==> src/rtl/mem_port_arbiter.sv <==
// mem_port_arbiter: shares one memory port between CPU instruction fetch and
// data load/store. One requester is granted at a time. The captured access is
// held on the memory port until mem_ready arrives or the access times out.
// Completion is reported with a one-cycle ack.
//
// Ports:
//   clk, reset                      rising-edge clock, async active-high reset
//   if_req/if_addr -> if_ack/if_rdata   fetch request and completion
//   d_req/d_we/d_addr/d_wdata/d_wstrb -> d_ack/d_rdata   load/store request and completion
//   mem_req/mem_we/mem_addr/mem_wdata/mem_wstrb, mem_rdata/mem_ready   memory side
//   busy         high whenever the arbiter is not idle
//   timeout_err  sticky abort flag, cleared only by reset
module mem_port_arbiter #(
    parameter int unsigned STREAK_MAX     = 4,
    parameter int unsigned TIMEOUT_CYCLES = 64
) (
    input  logic        clk,
    input  logic        reset,
    input  logic        if_req,
    input  logic [31:0] if_addr,
    output logic        if_ack,
    output logic [31:0] if_rdata,
    input  logic        d_req,
    input  logic        d_we,
    input  logic [31:0] d_addr,
    input  logic [31:0] d_wdata,
    input  logic [3:0]  d_wstrb,
    output logic        d_ack,
    output logic [31:0] d_rdata,
    output logic        mem_req,
    output logic        mem_we,
    output logic [31:0] mem_addr,
    output logic [31:0] mem_wdata,
    output logic [3:0]  mem_wstrb,
    input  logic [31:0] mem_rdata,
    input  logic        mem_ready,
    output logic        busy,
    output logic        timeout_err
);

    localparam int unsigned SW = 4;
    localparam int unsigned TW = (TIMEOUT_CYCLES < 2) ? 1 : $clog2(TIMEOUT_CYCLES + 1);
    localparam logic            TO_EN      = (TIMEOUT_CYCLES != 0);
    localparam logic [SW-1:0]   STREAK_LIM = SW'(STREAK_MAX);
    localparam logic [TW-1:0]   TO_LAST    = TW'(TIMEOUT_CYCLES - 1);

    typedef enum logic [1:0] {
        S_IDLE   = 2'd0,
        S_ACCESS = 2'd1,
        S_ACK    = 2'd2
    } state_e;

    state_e          state_q, state_d;
    logic            own_data_q, own_data_d;
    logic [SW-1:0]   streak_q, streak_d;
    logic [TW-1:0]   tmo_q, tmo_d;
    logic            mem_req_q, mem_req_d;
    logic            mem_we_q, mem_we_d;
    logic [31:0]     mem_addr_q, mem_addr_d;
    logic [31:0]     mem_wdata_q, mem_wdata_d;
    logic [3:0]      mem_wstrb_q, mem_wstrb_d;
    logic            if_ack_q, if_ack_d;
    logic            d_ack_q, d_ack_d;
    logic [31:0]     if_rdata_q, if_rdata_d;
    logic [31:0]     d_rdata_q, d_rdata_d;
    logic            busy_q, busy_d;
    logic            terr_q, terr_d;

    logic            req_any;
    logic            grant_data;
    logic            tmo_hit;
    logic            access_end;
    logic [31:0]     cap_data;

    // Data wins contention until it has starved a waiting fetch STREAK_MAX times.
    assign req_any    = if_req | d_req;
    assign grant_data = d_req & ~(if_req & (streak_q == STREAK_LIM));

    // mem_ready beats a timeout landing in the same cycle.
    assign tmo_hit    = TO_EN & ~mem_ready & (tmo_q == TO_LAST);
    assign access_end = (state_q == S_ACCESS) & (mem_ready | tmo_hit);
    assign cap_data   = mem_ready ? mem_rdata : 32'h0;

    // State register.
    always_ff @(posedge clk or posedge reset) begin
        if (reset) state_q <= S_IDLE;
        else       state_q <= state_d;
    end

    // Next-state logic.
    always_comb begin
        state_d = state_q;
        unique case (state_q)
            S_IDLE:   if (req_any) state_d = S_ACCESS;
            S_ACCESS: if (access_end) state_d = S_ACK;
            S_ACK:    state_d = S_IDLE;
            default:  state_d = S_IDLE;
        endcase
    end

    // Next values of the datapath and the registered outputs.
    always_comb begin
        own_data_d  = own_data_q;
        streak_d    = streak_q;
        tmo_d       = tmo_q;
        mem_req_d   = mem_req_q;
        mem_we_d    = mem_we_q;
        mem_addr_d  = mem_addr_q;
        mem_wdata_d = mem_wdata_q;
        mem_wstrb_d = mem_wstrb_q;
        if_ack_d    = 1'b0;
        d_ack_d     = 1'b0;
        if_rdata_d  = if_rdata_q;
        d_rdata_d   = d_rdata_q;
        terr_d      = terr_q;
        busy_d      = (state_d != S_IDLE);

        unique case (state_q)
            S_IDLE: begin
                if (req_any) begin
                    own_data_d = grant_data;
                    mem_req_d  = 1'b1;
                    tmo_d      = '0;
                    if (grant_data) begin
                        mem_we_d    = d_we;
                        mem_addr_d  = d_addr;
                        mem_wdata_d = d_wdata;
                        mem_wstrb_d = d_we ? d_wstrb : 4'b0000;
                        // Streak only counts data grants that made a fetch wait.
                        if (!if_req)                   streak_d = '0;
                        else if (streak_q != STREAK_LIM) streak_d = streak_q + SW'(1);
                    end else begin
                        mem_we_d    = 1'b0;
                        mem_addr_d  = if_addr;
                        mem_wdata_d = 32'h0;
                        mem_wstrb_d = 4'b0000;
                        streak_d    = '0;
                    end
                end
            end
            S_ACCESS: begin
                if (mem_ready || tmo_hit) begin
                    mem_req_d = 1'b0;
                    if (own_data_q) begin
                        d_ack_d = 1'b1;
                        if (!mem_we_q) d_rdata_d = cap_data;
                    end else begin
                        if_ack_d   = 1'b1;
                        if_rdata_d = cap_data;
                    end
                    if (!mem_ready) terr_d = 1'b1;
                end else if (TO_EN) begin
                    tmo_d = tmo_q + TW'(1);
                end
            end
            default: ;
        endcase
    end

    // Datapath and output registers.
    always_ff @(posedge clk or posedge reset) begin
        if (reset) begin
            own_data_q  <= 1'b0;
            streak_q    <= '0;
            tmo_q       <= '0;
            mem_req_q   <= 1'b0;
            mem_we_q    <= 1'b0;
            mem_addr_q  <= 32'h0;
            mem_wdata_q <= 32'h0;
            mem_wstrb_q <= 4'b0000;
            if_ack_q    <= 1'b0;
            d_ack_q     <= 1'b0;
            if_rdata_q  <= 32'h0;
            d_rdata_q   <= 32'h0;
            busy_q      <= 1'b0;
            terr_q      <= 1'b0;
        end else begin
            own_data_q  <= own_data_d;
            streak_q    <= streak_d;
            tmo_q       <= tmo_d;
            mem_req_q   <= mem_req_d;
            mem_we_q    <= mem_we_d;
            mem_addr_q  <= mem_addr_d;
            mem_wdata_q <= mem_wdata_d;
            mem_wstrb_q <= mem_wstrb_d;
            if_ack_q    <= if_ack_d;
            d_ack_q     <= d_ack_d;
            if_rdata_q  <= if_rdata_d;
            d_rdata_q   <= d_rdata_d;
            busy_q      <= busy_d;
            terr_q      <= terr_d;
        end
    end

    assign mem_req     = mem_req_q;
    assign mem_we      = mem_we_q;
    assign mem_addr    = mem_addr_q;
    assign mem_wdata   = mem_wdata_q;
    assign mem_wstrb   = mem_wstrb_q;
    assign if_ack      = if_ack_q;
    assign d_ack       = d_ack_q;
    assign if_rdata    = if_rdata_q;
    assign d_rdata     = d_rdata_q;
    assign busy        = busy_q;
    assign timeout_err = terr_q;

endmodule

==> config.mk <==
export PLATFORM = sky130hd
export DESIGN_NAME = mem_port_arbiter
export DESIGN_NICKNAME = d
export VERILOG_FILES = /design/src/rtl/mem_port_arbiter.sv
export SDC_FILE = /design/constraint.sdc
export NUM_CORES = 1
export LEC_CHECK = 0
export ABC_AREA = 1
export CORE_ASPECT_RATIO = 1.4
export CORE_MARGIN = 2
export CORE_UTILIZATION = 40
export CTS_BUF_LIST = sky130_fd_sc_hd__clkbuf_16
export DETAILED_ROUTE_END_ITERATION = 16
export PLACE_DENSITY = 0.78
export SLEW_MARGIN = 20
export SYNTH_ARGS = -nofsm -noshare
export SYNTH_HDL_FRONTEND = slang
export SYNTH_SLANG_ARGS = --single-unit
==> constraint.sdc <==
create_clock -name clk -period 12.9 [get_ports clk]
set_clock_uncertainty 0.1 [all_clocks]
set_input_delay 2.58 -clock clk [delete_from_list [all_inputs] [get_ports clk]]
set_output_delay 2.58 -clock clk [all_outputs]
set_load 0.02 [all_outputs]
==> results.sh, run 1 <==
export IMPL_detailedRoute_firstIterationViolations=499
export IMPL_cell_type_with_the_highest_aggregate_area_in_the_netlist="sky130_fd_sc_hd__dfrtp_1"
export IMPL_fp_dieArea_mm2=0.0181
export IMPL_ys_seq_area_share_pct=55.7
export IMPL_routed_wirelength_um=19000
export IMPL_start_util_pct=40.8
export IMPL_hold_path_cell_count=2
export IMPL_grt_start_max_net_pins=84
export IMPL_synth_seq_cells=152
export IMPL_antenna_cells_inserted=0
export IMPL_required_ns=13.13
export IMPL_totalNegativeSetupSlack_ns=0
export IMPL_endpoint_kind="flip-flop"
export IMPL_floorplan_io_pins=276
export IMPL_grt_antenna_before_repair=0
export IMPL_cts_max_level=4
export IMPL_syn_inst=860
export IMPL_drtPass1Iterations=5
export IMPL_final_min_clock_period_ns=5.58
export IMPL_slowest_stage="sky130_fd_sc_hd__nor2_4"
export IMPL_worst_path_stages=9
export IMPL_maxCapViolCount=0
export IMPL_hold_buffers_post_cts=0
export IMPL_final_max_slew_violation_count=0
export IMPL_yosys_cell_types_count=24
export IMPL_most_instantiated_cells_after_synthesis="sky130_fd_sc_hd__nand2_1 (458), sky130_fd_sc_hd__dfrtp_1 (152), sky130_fd_sc_hd__nand4_1 (65)"
export IMPL_cts_sinks=152
export IMPL_port_buffers=275
export IMPL_worstPathMaxFanout=83
export IMPL_gr_total_overflow=0
export IMPL_grt_pass1_vias=6153
export IMPL_post_route_cells_drive_above_1_share_pct=4.47
export IMPL_final_net_count=1246
export IMPL_power_density_mw_per_mm2=239
export IMPL_min_delay_path_class="reg2reg"
export IMPL_floorplan_die_width_um=114
export IMPL_hold_viol_final=0
export IMPL_worstSetupStartpointType="input pin"
export IMPL_critPathCapture="streak_q[0]"
export IMPL_post_synthesis_cell_area_mm2=0.00683
export IMPL_cp_top_family="simple AND/OR/NAND/NOR gates"
export IMPL_grt_first_pass_wirelength_um=29900
export IMPL_r2r_worst_path_cells=8
export IMPL_report_final_setup_viol=0
export IMPL_mean_syn_cell_area_um2=7.94
export IMPL_status="finished clean"
export IMPL_finalHoldWorstSlack_ns=0.368
export IMPL_ctsResizeCount=0
export IMPL_number_of_synthesized_flops_with_an_enable_pin=0
export IMPL_clk_latency_ns=0.41
export IMPL_ctsLongestPathBuffers=2
export IMPL_rows=56
export IMPL_dieHeight_um=159
export IMPL_timing_worst_slew_pin_value_ns=1.08
export IMPL_yosys_cell_count_top_type="sky130_fd_sc_hd__nand2_1"
export IMPL_synth_net_count=1001
export IMPL_cts_setup_buffers=0
export IMPL_r2r_start="state_q[0]"
export IMPL_finalCoreUtilization_pct=61.2
export IMPL_viasPerCell=4.91
export IMPL_cts_made_buffers=17
export IMPL_crit_start="d_req"
export IMPL_vdd_drop_max_v=0.000108
export IMPL_final_min_period_over_clock_period_pct=43.2
export IMPL_cts_root_buf="sky130_fd_sc_hd__clkbuf_16"
export IMPL_gp_routability_congestion=0.785
export IMPL_r2r_end="streak_q[0]"
export IMPL_layout_area_growth_over_synthesis_pct=50.1
export IMPL_rrSetupSlack_ns=9.87
export IMPL_crit_arrival_ns=5.81
export IMPL_critical_path_buf_inv_count=4
export IMPL_final_antenna_net_count=0
export IMPL_fmax_mhz=179
export IMPL_drc=0
export IMPL_place_detailed_hpwl_um=13000
export IMPL_yosysWarningCount=0
export IMPL_timing_critical_path_cells="clkdlybuf4s50_1, buf_4, nor2_1, nor2_4, inv_2, buf_4, nor2_4, nand2_1, o21ai_1"
export IMPL_route_detailed_wl_per_inst_um=14.4
export IMPL_grt_setup_unrepaired="false"
export IMPL_post_synth_top_area_fraction_pct=55.7
export IMPL_maxSlewHeadroom_pct=28.1
export IMPL_global_route_usage_total_pct=20.7
export IMPL_route_vias_total=6485
export IMPL_postSynth_asyncResetShare_pct=100
export IMPL_ys_top_cells_by_area="sky130_fd_sc_hd__dfrtp_1 (56%), sky130_fd_sc_hd__nand2_1 (25%), sky130_fd_sc_hd__nand4_1 (6.0%)"
export IMPL_critical_path_max_stage_delay_ns=0.81
export IMPL_fin_ws_ns=7.32
export IMPL_clkTransAtPathRegs_ns=0.06
export IMPL_tritoncts="done"
export IMPL_class_of_the_most_critical_setup_path="in2reg"
export IMPL_floorplan_core_area_mm2=0.0167
export IMPL_detailedPlace_worstSlack_ns=6.84
export IMPL_total_leakage_power_nw=5.28
export IMPL_synthFlopType="sky130_fd_sc_hd__dfrtp_1"
## metal layers
layer,up-vias,wire [µm],track usage (%)
li1,3193,-,-
met1,3062,7730,24.7
met3,23,1030,4.26
met5,-,0,0
met4,0,359,7.96
met2,207,9860,36.5
## cells in the final DEF, fill, tap and decap left out, drive strengths merged, types with 3 or more instances in the layout
master / n
nand2: 460
clkdlybuf4s50: 274
o21ai: 4
ha: 3
clkbuf: 17
nand3: 52
dfrtp: 152
nand4: 65
clkinv: 3
inv: 57
buf: 7
nor2: 12
## how the worst min path moves through the flow
stage / end / slack (ns) / from
CTS: if_rdata[13] / 0.37 / if_rdata[13]
floorplan: streak_q[0] / 0.39 / streak_q[0]
finish: d_rdata[5] / 0.37 / d_rdata[5]
global placement: if_rdata[19] / 0.35 / if_rdata[19]
global route: d_rdata[15] / 0.39 / d_rdata[15]
detailed placement: if_rdata[13] / 0.36 / if_rdata[13]
## tightest hold or removal path, delay by kind of cell (launching register included)
family	cells	cell delay, ns
DFF	1	0.34
and+or+nand+nor	2	0.09
## cell type report
class	instances	area (µm²)
timing repair buffer	281	2800
fill	1467	6500
inverter	49	189
tap	203	254
sequential	152	3800
clock buffer	17	425
clock inverter	15	183
multi-input combinational	604	2600
## metrics by stage
step	total power [mW]	std cells	area [µm²]
6_report	2.45	1321	10200
5_1_grt	2.59	1321	10200
3_5_place_dp	1.95	1289	9640
4_1_cts	2.47	1321	10200
2_1_floorplan	1.39	860	6830
3_3_place_gp	1.93	1289	9630
## logic make-up after synthesis
family | after synthesis | synth area share [%]
buffers and inverters | 104 | 6.41
adders and majority gates | 3 | 0.550
and+or+nand+nor | 591 | 36.3
xor gates and xnor gates | 3 | 0.385
DFF | 152 | 55.7
AOI/OAI and AO/OA | 7 | 0.641
## registers in the layout (all words and copies together) (netlist names), 2 cells and up
name and count:
tmo_q 7, d_rdata 32, if_rdata 32, streak_q 4
mem_wstrb 4, mem_addr 32, state_q 2, mem_wdata 32
## power by group
part / leakage, nW / switching, mW / internal [mW]
clock network: 0.294 / 0.216 / 0.294
registers: 1.95 / 0.122 / 0.684
logic: 3.04 / 0.651 / 0.480
Note: power is estimated with default switching activity, not from simulation.
==> inputs of run 2 (changes only) <==
--- a/config.mk
+++ b/config.mk
@@ -8,10 +8,10 @@
 export ABC_AREA = 1
 export CORE_ASPECT_RATIO = 1.4
 export CORE_MARGIN = 2
-export CORE_UTILIZATION = 40
+export CORE_UTILIZATION = 39
 export CTS_BUF_LIST = sky130_fd_sc_hd__clkbuf_16
 export DETAILED_ROUTE_END_ITERATION = 16
-export PLACE_DENSITY = 0.78
+export PLACE_DENSITY = 0.79
 export SLEW_MARGIN = 20
 export SYNTH_ARGS = -nofsm -noshare
 export SYNTH_HDL_FRONTEND = slang
==> constraint.sdc (replaced) <==
create_clock -name clk -period 4.77 [get_ports clk]
set_clock_uncertainty 0.1 [all_clocks]
set_input_delay 0.954 -clock clk [delete_from_list [all_inputs] [get_ports clk]]
set_output_delay 0.954 -clock clk [all_outputs]
set_load 0.02 [all_outputs]
==> run 2 against run 1 <==
  * Total power rose to 2.7 times the previous value
  * Hold slack barely moved
  * Sequential power rose to 2.7 times the previous value
  * Clock power rose to 2.6 times the previous value
  * Routed wire length fell by 0.49%
  * Global-route usage rose by 0.15 points
==> results.sh, run 2 (synthesis gave the netlist of run 1 again) <==
export IMPL_floorplan_io_pins=276
export IMPL_route_detailed_wl_per_inst_um=13.9
export IMPL_power_density_mw_per_mm2=638
export IMPL_grt_pass1_vias=6337
export IMPL_totalNegativeSetupSlack_ns=0
export IMPL_grt_first_pass_wirelength_um=31000
export IMPL_timing_worst_slew_pin_value_ns=0.925
export IMPL_finalCoreUtilization_pct=59.6
export IMPL_post_route_cells_drive_above_1_share_pct=4.20
export IMPL_drc=0
export IMPL_min_delay_path_class="reg2reg"
export IMPL_fillerInstances=1525
export IMPL_hold_viol_final=0
export IMPL_leading_cell_type_in_the_layout_fill_and_taps_excluded="sky130_fd_sc_hd__nand2_1"
export IMPL_maxCapViolCount=0
export IMPL_endpoint_kind="flip-flop"
export IMPL_final_min_clock_period_ns=3.01
export IMPL_ctsLongestPathBuffers=2
export IMPL_final_min_period_over_clock_period_pct=63.1
export IMPL_final_antenna_net_count=0
export IMPL_status="finished clean"
export IMPL_total_leakage_power_nw=5.28
export IMPL_fmax_mhz=332
export IMPL_final_max_slew_violation_count=0
export IMPL_cts_root_buf="sky130_fd_sc_hd__clkbuf_16"
export IMPL_fp_dieArea_mm2=0.0186
export IMPL_drtPass1Iterations=5
export IMPL_vdd_drop_max_v=0.000305
export IMPL_worstPathMaxFanout=40
export IMPL_worstSetupStartpointType="input pin"
export IMPL_cts_made_buffers=17
export IMPL_tritoncts="done"
export IMPL_clkTransAtPathRegs_ns=0.06
export IMPL_antenna_cells_inserted=0
export IMPL_port_buffers=275
export IMPL_class_of_the_most_critical_setup_path="in2reg"
export IMPL_global_route_usage_total_pct=20.8
export IMPL_dieHeight_um=161
export IMPL_layout_cells_most_common_list="sky130_fd_sc_hd__nand2_1 (458), sky130_fd_sc_hd__clkdlybuf4s50_1 (274), sky130_fd_sc_hd__dfrtp_1 (152)"
export IMPL_floorplan_die_width_um=116
export IMPL_clk_latency_ns=0.41
export IMPL_gr_total_overflow=0
export IMPL_final_net_count=1249
export IMPL_rows=57
export IMPL_place_detailed_hpwl_um=12800
export IMPL_hold_buffers_post_cts=0
export IMPL_grt_antenna_before_repair=0
export IMPL_totalPowerFinal_mw=6.57
export IMPL_grt_setup_unrepaired="false"
export IMPL_cts_sinks=152
export IMPL_floorplan_core_area_mm2=0.0173
export IMPL_routed_wirelength_um=18900
export IMPL_crit_arrival_ns=3.24
export IMPL_layout_area_growth_over_synthesis_pct=50.7
export IMPL_report_final_setup_viol=0
export IMPL_ctsResizeCount=0
export IMPL_grt_start_max_net_pins=153
export IMPL_maxSlewHeadroom_pct=38.3
export IMPL_viasPerCell=4.71
export IMPL_gp_routability_congestion=0.824
export IMPL_detailedRoute_firstIterationViolations=591
export IMPL_cts_max_level=4
export IMPL_cts_setup_buffers=0
export IMPL_start_util_pct=39.6
export IMPL_required_ns=5.00
export IMPL_route_vias_total=6384
[run 2: cell types whose count changed in the layout (fill, tap and decap cells not counted), moves of 2 or more]
cell                         change
sky130_fd_sc_hd__inv_1           +2
sky130_fd_sc_hd__buf_4           +3
sky130_fd_sc_hd__inv_8           -3
sky130_fd_sc_hd__inv_6           -3
sky130_fd_sc_hd__clkinvlp_4      +2
[run 2: metrics by stage]
step | setup slack (ns) | hold slack, ns | cell area (µm²) | std cells
2_1_floorplan | 1.80 | 0.393 | 6830 | 860
3_3_place_gp | 1.38 | 0.352 | 9710 | 1325
3_5_place_dp | 1.27 | 0.358 | 9710 | 1325
4_1_cts | 1.71 | 0.373 | 10300 | 1355
5_1_grt | 1.52 | 0.393 | 10300 | 1355
6_report | 1.76 | 0.368 | 10300 | 1355
[run 2: report_power, final]
part	switching, mW	internal [mW]
Clock	0.527	0.815
Sequential	0.318	1.85
Combinational	1.75	1.31
Total	2.60	3.97
[run 2: cell type report]
type,count,area (µm²),share of cell area (%)
sequential,152,3800,37.0
timing repair buffer,284,2830,27.5
multi-input combinational,604,2590,25.2
clock buffer,17,425,4.13
tap,236,295,2.87
inverter,49,188,1.82
clock inverter,13,155,1.51
[run 2: metal layers]
metal  vias up  track usage, %  routed length, µm
li1       3197               -                  -
met1      2941            26.0               7780
met2       222            35.6               9600
met3        24            4.60               1180
met4         0            6.76                328
met5         -               0                  0
[run 2: worst paths after layout]
kind | depth (start not counted) | startpoint | end | slack, ns
worst max-delay path | 8 | d_req | streak_q[3] | 1.76
worst min-delay path | 2 | if_rdata[9] | if_rdata[9] | 0.37
worst max register to register | 8 | tmo_q[0] | if_rdata[17] | 2.06
worst min register to register | 2 | if_rdata[9] | if_rdata[9] | 0.37
max in group asynchronous | 3 | reset | state_q[1] | 2.86
min in group asynchronous | 3 | reset | mem_addr[20] | 0.94
[run 2: worst max-delay path, cell delays in order]
cell                              delay, ns
sky130_fd_sc_hd__clkdlybuf4s50_1       0.54
sky130_fd_sc_hd__nor2_1                0.09
sky130_fd_sc_hd__nor2_4                0.09
sky130_fd_sc_hd__buf_4                 0.34
sky130_fd_sc_hd__inv_2                 0.09
sky130_fd_sc_hd__nor2_4                0.71
sky130_fd_sc_hd__nand2_1               0.22
sky130_fd_sc_hd__o21ai_1               0.19
==> inputs of run 3 (changes only) <==
==> constraint.sdc (replaced) <==
create_clock -name clk -period 2.4 [get_ports clk]
set_clock_uncertainty 0.1 [all_clocks]
set_input_delay 0.48 -clock clk [delete_from_list [all_inputs] [get_ports clk]]
set_output_delay 0.48 -clock clk [all_outputs]
set_load 0.02 [all_outputs]
==> run 3 against run 2 <==
  * Via count increased by 0.45%
  * Utilization increased by 0.75 points
  * First-iteration DRC count decreased by 13%
  * Clock power increased by 90%
  * Register-to-register slack got worse by 1.6 ns
  * Sequential cell count unchanged
  * Critical path depth decreased by 7
  * Worst setup slack got worse by 1.4 ns
  * Die area unchanged
  * Non-clock buffer count increased by 11
  * Hold slack got worse by 0.061 ns
  * Count of clock-buffer cells in the layout unchanged
  * Critical path type is now reg2out
  * Highest routed layer unchanged
==> results.sh, run 3 (synthesis gave the netlist of run 1 again) <==
export IMPL_cts_setup_buffers=0
export IMPL_viasPerCell=4.69
export IMPL_maxCapViolCount=0
export IMPL_hold_buffers_post_cts=0
export IMPL_r2r_start="tmo_q[0]"
export IMPL_timing_critical_path_cells="clkdlybuf4s50_1"
export IMPL_timing_worst_slew_pin_value_ns=0.620
export IMPL_slowest_stage="sky130_fd_sc_hd__clkdlybuf4s50_1"
export IMPL_cts_made_buffers=17
export IMPL_worstPathMaxFanout=3
export IMPL_maxSlewHeadroom_pct=58.7
export IMPL_floorplan_core_area_mm2=0.0173
export IMPL_power_density_mw_per_mm2=1260
export IMPL_routed_wirelength_um=19100
export IMPL_report_final_setup_viol=0
export IMPL_global_route_usage_total_pct=20.9
export IMPL_grt_first_pass_wirelength_um=31300
export IMPL_fmax_mhz=488
export IMPL_class_of_the_most_critical_setup_path="reg2out"
export IMPL_required_ns=1.82
export IMPL_final_min_clock_period_ns=2.05
export IMPL_finalCoreUtilization_pct=60.4
export IMPL_fillerInstances=1518
export IMPL_ctsResizeCount=0
export IMPL_gp_routability_congestion=0.764
export IMPL_totalNegativeSetupSlack_ns=0
export IMPL_post_route_cells_drive_above_1_share_pct=5.48
export IMPL_place_detailed_hpwl_um=13600
export IMPL_critical_path_max_stage_delay_ns=0.65
export IMPL_antenna_cells_inserted=0
export IMPL_port_buffers=275
export IMPL_endpoint_kind="primary output"
export IMPL_total_leakage_power_nw=5.35
export IMPL_grt_antenna_before_repair=0
export IMPL_cts_root_buf="sky130_fd_sc_hd__clkbuf_16"
export IMPL_detailedRoute_firstIterationViolations=517
export IMPL_grt_start_max_net_pins=88
export IMPL_route_detailed_wl_per_inst_um=14.0
export IMPL_grt_pass1_vias=6411
export IMPL_status="finished clean"
export IMPL_drc=0
export IMPL_final_net_count=1260
export IMPL_tritoncts="done"
export IMPL_floorplan_io_pins=276
export IMPL_rows=57
export IMPL_crit_arrival_ns=1.47
export IMPL_grt_setup_unrepaired="false"
export IMPL_hold_viol_final=0
export IMPL_min_delay_path_class="in2reg"
export IMPL_layout_cells_most_common_list="sky130_fd_sc_hd__nand2_1 (458), sky130_fd_sc_hd__clkdlybuf4s50_1 (274), sky130_fd_sc_hd__dfrtp_1 (152)"
export IMPL_vdd_drop_max_v=0.000806
export IMPL_holdCritStartpoint="mem_ready"
export IMPL_drtPass1Iterations=4
export IMPL_crit_start="mem_we"
export IMPL_fp_dieArea_mm2=0.0186
export IMPL_start_util_pct=39.6
export IMPL_final_min_period_over_clock_period_pct=85.3
export IMPL_leading_cell_type_in_the_layout_fill_and_taps_excluded="sky130_fd_sc_hd__nand2_1"
export IMPL_cts_max_level=4
export IMPL_route_vias_total=6413
export IMPL_dieHeight_um=161
export IMPL_clkTransAtPathRegs_ns=0.07
export IMPL_final_antenna_net_count=0
export IMPL_floorplan_die_width_um=116
export IMPL_worstSetupStartpointType="flip-flop"
export IMPL_critical_path_buf_inv_count=1
export IMPL_cts_sinks=152
export IMPL_clk_latency_ns=0.40
export IMPL_layout_area_growth_over_synthesis_pct=52.6
export IMPL_cp_top_family="buffers and inverters"
export IMPL_gr_total_overflow=0
export IMPL_ctsLongestPathBuffers=2
export IMPL_final_max_slew_violation_count=0
run 3: changes by cell type in the layout (fill, tap and decap cells not counted), sizes merged:
cell / change
buf: +11
bufinv: -3
inv: +3
clkinv: +4
clkinvlp: -2
run 3: metrics by stage:
| stage | total power, mW | instance area (µm²) | setup slack, ns | hold WS (ns) | instances |
|---|---|---|---|---|---|
| after floorplan | 7.50 | 6830 | -0.0969 | 0.393 | 860 |
| after global placement | 10.5 | 9850 | 0.310 | 0.352 | 1336 |
| after detailed placement | 10.6 | 9850 | 0.259 | 0.357 | 1336 |
| after CTS | 13.3 | 10400 | 0.328 | 0.289 | 1368 |
| after global routing | 13.9 | 10400 | 0.216 | 0.326 | 1368 |
| final | 13.1 | 10400 | 0.353 | 0.307 | 1368 |
run 3: final cells by class:
cell class,count,area [µm²],share of cell area [%]
clock buffer,17,425,4.08
clock inverter,15,139,1.33
timing repair buffer,295,2970,28.5
tap,236,295,2.83
multi-input combinational,604,2590,24.9
sequential,152,3800,36.5
inverter,49,188,1.80
run 3: final timing paths:
| check | to | depth (start not counted) | slack (ns) |
|---|---|---|---|
| setup reg to reg | d_rdata[8] | 9 | 0.44 |
| hold reg to reg | if_rdata[10] | 2 | 0.37 |
| max in group asynchronous | mem_wdata[4] | 3 | 1.34 |
| setup / recovery | mem_we | 1 | 0.35 |
| hold / removal | tmo_q[6] | 4 | 0.31 |
| min in group asynchronous | d_rdata[21] | 3 | 0.45 |
run 3: tightest hold or removal path: stages:
cell                        delay (ns)
sky130_fd_sc_hd__buf_2            0.09
sky130_fd_sc_hd__inv_1            0.07
sky130_fd_sc_hd__o2111ai_1        0.09
sky130_fd_sc_hd__nand2_1          0.05
run 3: routing by layer:
layer | vias up | wire (µm) | GRT usage (%)
li1 | 3215 | - | -
met1 | 2966 | 7720 | 24.9
met2 | 205 | 9860 | 36.8
met3 | 27 | 1140 | 4.53
met4 | 0 | 411 | 7.03
met5 | - | 0 | 0
run 3: report_power, final:
group | internal (mW) | switching [mW]
Sequential | 3.68 | 0.646
Clock | 1.37 | 1.18
Combinational | 2.71 | 3.51
